## src/rtl/sdram_arbiter.sv

```systemverilog
// sdram_arbiter: grants the SDRAM PHY to one of four clients (init, refresh,
// write, read) and muxes the granted client's command/address/data onto the PHY.
// Optional build macro SDRAM_RR_ARB_EN: alternate write/read grants when both
// request together; when undefined, write always beats read.
module sdram_arbiter #(
  parameter int ADDR_W     = 13,
  parameter int BA_W       = 2,
  parameter int DQ_W       = 16,
  parameter int OP_TIMEOUT = 1024
) (
  input  logic                   clk,
  input  logic                   rst_n,
  input  logic [3:0]             init_cmd,
  input  logic [ADDR_W-1:0]      init_addr,
  input  logic                   init_done,
  input  logic                   aref_req,
  input  logic [3:0]             aref_cmd,
  input  logic [ADDR_W-1:0]      aref_addr,
  output logic                   aref_en,
  input  logic                   aref_done,
  input  logic                   wr_req,
  input  logic                   rd_req,
  input  logic [3:0]             wr_cmd,
  input  logic [3:0]             rd_cmd,
  input  logic [BA_W+ADDR_W-1:0] wr_addr,
  input  logic [BA_W+ADDR_W-1:0] rd_addr,
  input  logic [DQ_W-1:0]        wr_dq,
  output logic                   wr_en,
  output logic                   rd_en,
  input  logic                   wr_done,
  input  logic                   rd_done,
  output logic [3:0]             sdram_cmd,
  output logic [ADDR_W-1:0]      sdram_addr,
  output logic [BA_W-1:0]        sdram_ba,
  output logic [DQ_W-1:0]        sdram_dq_out,
  output logic                   sdram_dq_oe,
  output logic                   err_timeout
);

  localparam int CNT_W = $clog2(OP_TIMEOUT + 1);
  // Last counter value seen in an operation state before the timeout edge.
  localparam logic [CNT_W-1:0] CNT_LAST = CNT_W'(OP_TIMEOUT - 1);
  localparam logic [3:0] CMD_NOP = 4'b0111;

  typedef enum logic [4:0] {
    INIT  = 5'b00001,
    ARBIT = 5'b00010,
    AREF  = 5'b00100,
    WRITE = 5'b01000,
    READ  = 5'b10000
  } state_t;

  state_t           state_q;
  logic             aref_en_q;
  logic             wr_en_q;
  logic             rd_en_q;
  logic             err_timeout_q;
  logic             ref_pend_q;
  logic [CNT_W-1:0] cnt_q;
  logic             pick_wr_d;
  logic             op_done_d;
`ifdef SDRAM_RR_ARB_EN
  logic             rr_last_wr_q;
`endif

  // Write-vs-read choice when no refresh is wanted, and done of the active client
  always_comb begin
    pick_wr_d = wr_req;
`ifdef SDRAM_RR_ARB_EN
    if (wr_req && rd_req) begin
      pick_wr_d = !rr_last_wr_q;
    end
`endif
    op_done_d = 1'b0;
    case (state_q)
      AREF:    op_done_d = aref_done;
      WRITE:   op_done_d = wr_done;
      READ:    op_done_d = rd_done;
      default: op_done_d = 1'b0;
    endcase
  end

  // Arbitration FSM with registered grant pulses, timeout counter and refresh pending
  always_ff @(posedge clk) begin
    if (!rst_n) begin
      state_q       <= INIT;
      aref_en_q     <= 1'b0;
      wr_en_q       <= 1'b0;
      rd_en_q       <= 1'b0;
      err_timeout_q <= 1'b0;
      ref_pend_q    <= 1'b0;
      cnt_q         <= '0;
`ifdef SDRAM_RR_ARB_EN
      rr_last_wr_q  <= 1'b0;
`endif
    end else begin
      aref_en_q     <= 1'b0;
      wr_en_q       <= 1'b0;
      rd_en_q       <= 1'b0;
      err_timeout_q <= 1'b0;
      case (state_q)
        INIT: begin
          if (init_done) state_q <= ARBIT;
        end
        ARBIT: begin
          cnt_q <= '0;
          if (aref_req || ref_pend_q) begin
            state_q    <= AREF;
            aref_en_q  <= 1'b1;
            ref_pend_q <= 1'b0;
          end else if (pick_wr_d) begin
            state_q <= WRITE;
            wr_en_q <= 1'b1;
`ifdef SDRAM_RR_ARB_EN
            rr_last_wr_q <= 1'b1;
`endif
          end else if (rd_req) begin
            state_q <= READ;
            rd_en_q <= 1'b1;
`ifdef SDRAM_RR_ARB_EN
            rr_last_wr_q <= 1'b0;
`endif
          end
        end
        AREF, WRITE, READ: begin
          // A refresh request arriving mid-operation must not be lost
          if (aref_req) ref_pend_q <= 1'b1;
          if (op_done_d) begin
            state_q <= ARBIT;
          end else if (cnt_q == CNT_LAST) begin
            state_q       <= ARBIT;
            err_timeout_q <= 1'b1;
          end else begin
            cnt_q <= cnt_q + 1'b1;
          end
        end
        default: state_q <= INIT;
      endcase
    end
  end

  assign aref_en     = aref_en_q;
  assign wr_en       = wr_en_q;
  assign rd_en       = rd_en_q;
  assign err_timeout = err_timeout_q;

  // PHY output mux driven by the current owner of the bus
  always_comb begin
    sdram_cmd    = CMD_NOP;
    sdram_addr   = '0;
    sdram_ba     = '0;
    sdram_dq_out = '0;
    sdram_dq_oe  = 1'b0;
    case (state_q)
      INIT: begin
        sdram_cmd  = init_cmd;
        sdram_addr = init_addr;
      end
      AREF: begin
        sdram_cmd  = aref_cmd;
        sdram_addr = aref_addr;
      end
      WRITE: begin
        sdram_cmd    = wr_cmd;
        sdram_addr   = wr_addr[ADDR_W-1:0];
        sdram_ba     = wr_addr[BA_W+ADDR_W-1:ADDR_W];
        sdram_dq_out = wr_dq;
        sdram_dq_oe  = 1'b1;
      end
      READ: begin
        sdram_cmd  = rd_cmd;
        sdram_addr = rd_addr[ADDR_W-1:0];
        sdram_ba   = rd_addr[BA_W+ADDR_W-1:ADDR_W];
      end
      default: begin
        sdram_cmd = CMD_NOP;
      end
    endcase
  end

endmodule
```

## config.mk

```make
export PLATFORM = sky130hd
export DESIGN_NAME = sdram_arbiter
export DESIGN_NICKNAME = d
export VERILOG_FILES = /design/src/rtl/sdram_arbiter.sv
export SDC_FILE = /design/constraint.sdc
export NUM_CORES = 1
export LEC_CHECK = 0
export CAP_MARGIN = 40
export CORE_MARGIN = 3
export CORE_UTILIZATION = 34
export CTS_CLUSTER_DIAMETER = 120
export CTS_CLUSTER_SIZE = 16
export DETAILED_ROUTE_END_ITERATION = 16
export GPL_TIMING_DRIVEN = 0
export PLACE_DENSITY = 0.95
export SYNTH_ARGS = -nofsm -noshare
export SYNTH_HDL_FRONTEND = slang
export SYNTH_SLANG_ARGS = --single-unit
```

## constraint.sdc

```tcl
create_clock -name clk -period 5.7 [get_ports clk]
set_input_delay 0.855 -clock clk [delete_from_list [all_inputs] [get_ports clk]]
set_output_delay 0.855 -clock clk [all_outputs]
set_load 0.02 [all_outputs]
```

==> impl_results.md <==
* Synth-to-Final Area Change at 95.6%
* Post-Syn Area at 1540 um2
* Hold Crit Class: flop to flop
* Final hold vios at 0
* Gr ovfl total at 0
* Total CTS buffers at 3
* Antenna cells at 0
* Setup ws final at 2100 ps
* Initial Utilization at 36.8%
* Ys async rst share at 0%
* Startpoint Class: flop
* Post-CTS setup buffer count at 0
* DRT Wirelength at 6880 um
* CP arrival at 2740 ps
* Commonest cells in the netlist: a22oi_1, nand2_1, dfxtp_1
* Clock sinks at 21
* Fin crit share at 63.1%
* Worst reg-to-reg path cell count at 6
* Relative slew slack at 54.7%
* Yosys reg bits at 21
* Status: finished, final reports clean
* Post_cts resized at 0
* Hold Buf Count CTS at 0
* Most instantiated library cell after synthesis: a22oi_1
* Post-synthesis cell type count at 41
* Net Count, Synth at 302
* Top post-synthesis cells by area: dfxtp_1, a22oi_1, and3_1
* Worst-skew pair later-pin latency at 250 ps
* IO Count at 137
* Vias at 2,246
* Die Ht at 73.2 um
* Crit Path Category: flop to output pin
* Max Fanout on Critical Path at 10
* Vias in the first global route at 2,115
* Fillers at 323
* Slew @ Worst Pin at 680 ps
* PD cells at 256 nW/um2
* Detail Route Antenna Nets at 0
* Average wire per standard cell at 17.5 um
* Final non-filler cell total at 394
* Rows at 23
* First-pass GRT wire length at 10,100 um
* Initial antenna violation count at 0
* Worst Setup End Kind: output pin
* Total Power at 768 uW
* Via density at 5.70
* CTS tree: done
* Share of cells above drive strength 1 at 4.07%
* Yosys top cell by area: dfxtp_1
* DP Wirelength at 5680 um
* Total negative slack at 0 ps
* PortBufs at 136
* Cells after DPL at 390
* Gpl congestion at 0.885
* Count of final setup violators at 0
* Nets at 443
* Overall routing resource usage at 23.4%
* Req. time, crit path at 4850 ps
* Worst-case clock buffer depth at 2
* DRT Pass-1 Iters at 5
* Leak at 0.00115 uW
* Remaining DRCs at 0
* Depth of the CTS H-tree at 1
* Max VDD drop at 169 uV
* Ys flop type: dfxtp_1
* End of the worst register-to-register path: state_q[4]
* Syn Area/Cell at 7.53 um2
* Clock skew at 2.06 ps
* RSZ-0062 raised after global routing: false
* R2R setup slack at 3630 ps
* Core Area at 4170 um2
* Dpl ws at 2440 ps
* Root buf cell: clkbuf_8
* Largest net degree at the start of global routing at 12
* YS warnings at 0
* Drt first-iter violations at 151
* Reg area at 420 um2
* Min cycle time layout at 3600 ps
* FF-to-FF Start: cnt_q[2]
* CTS clk-pin slew, worst paths at 70 ps
* Multi-input logic area at 1050 um2
* Origin of the worst setup path: state_q[3]
* Worst setup path endpoint: sdram_addr[4]
* Seq/Total Area, Yosys at 27.4%
* Die W at 73.2 um
* Die Footprint at 5360 um2
* Post-synth EDFFs at 0
* Cell count after synthesis at 204
* Final Max Tran Viols at 0
* Max-cap viol count at 0
* Max Freq at 278 MHz
* Post-synth top area share at 27.4%
layer usage:
metal  vias to the layer above  part of all wire [%]  track usage (%)
li1                       1080                     -                -
met1                      1036                    39             30.7
met2                       120                    50             40.6
met3                        10                   9.6             2.62
met4                         0                   1.6             5.33
met5                         -                     0                0
placed cells by master, fill, tap and decap left out, types with 6 or more instances in the layout:
cell type	netlist	final
nor2_1	10	10
and3_1	20	20
clkbuf_1	12	13
nand4_1	6	6
a22oi_1	29	29
nand3_1	12	12
a21oi_1	7	7
nand2_1	27	27
dfxtp_1	21	21
o21ai_0	10	10
clkdlybuf4s50_1	0	136
per-stage QoR:
step	util [%]	instance area [um2]	hold slack (ps)
6_report	72.0	3010	479
4_1_cts	72.0	3010	477
5_1_grt	72.0	3010	485
3_5_place_dp	70.9	2960	471
2_1_floorplan	-	1540	413
3_3_place_gp	70.9	2960	451
report_power, final:
| part | switching, uW | total, uW | internal, uW |
|---|---|---|---|
| clock network | 45.6 | 95.2 | 49.6 |
| registers | 16.4 | 174 | 157 |
| logic | 260 | 499 | 239 |
worst min-delay path by stage:
stage               from  depth (start not counted)     endpoint  slack [ps]
4_1_cts        cnt_q[10]                          1  err_timeout         480
6_report       cnt_q[10]                          1  err_timeout         480
5_1_grt        cnt_q[10]                          1  err_timeout         490
3_3_place_gp   cnt_q[10]                          1  err_timeout         450
2_1_floorplan  cnt_q[10]                          1  err_timeout         410
3_5_place_dp   cnt_q[10]                          1  err_timeout         470
layout make-up:
type | count | area share (%)
buffer | 13 | 1.75
clock buffer | 4 | 1.50
inverter | 3 | 0.375
multi-input combinational | 167 | 35.0
sequential | 21 | 14.0
tap | 50 | 2.08
timing repair buffer | 136 | 45.3
worst max-delay path, cell delays in order (launching register included):
cell and delay [ps]:
dfxtp_1 390, nor2_1 180, nor4bb_1 290, clkbuf_1 330, clkbuf_1 420, a22oi_1 140, nand2_1 110, clkdlybuf4s50_1 610
state kept, by name, indices dropped and copies added (netlist names):
signal,count
state_q,5
wr_en,1
rd_en,1
err_timeout,1
ref_pend_q,1
aref_en,1
cnt_q,11
logic make-up after synthesis:
kind of cell / share of synthesized area [%]
xor gates and xnor gates: 1.14
buffers and inverters: 4.15
DFF: 27.4
AOI/OAI and AO/OA: 30.3
adders and majority gates: 0.814
and+or+nand+nor: 36.2
No activity file was read; power rests on OpenSTA's default activity.
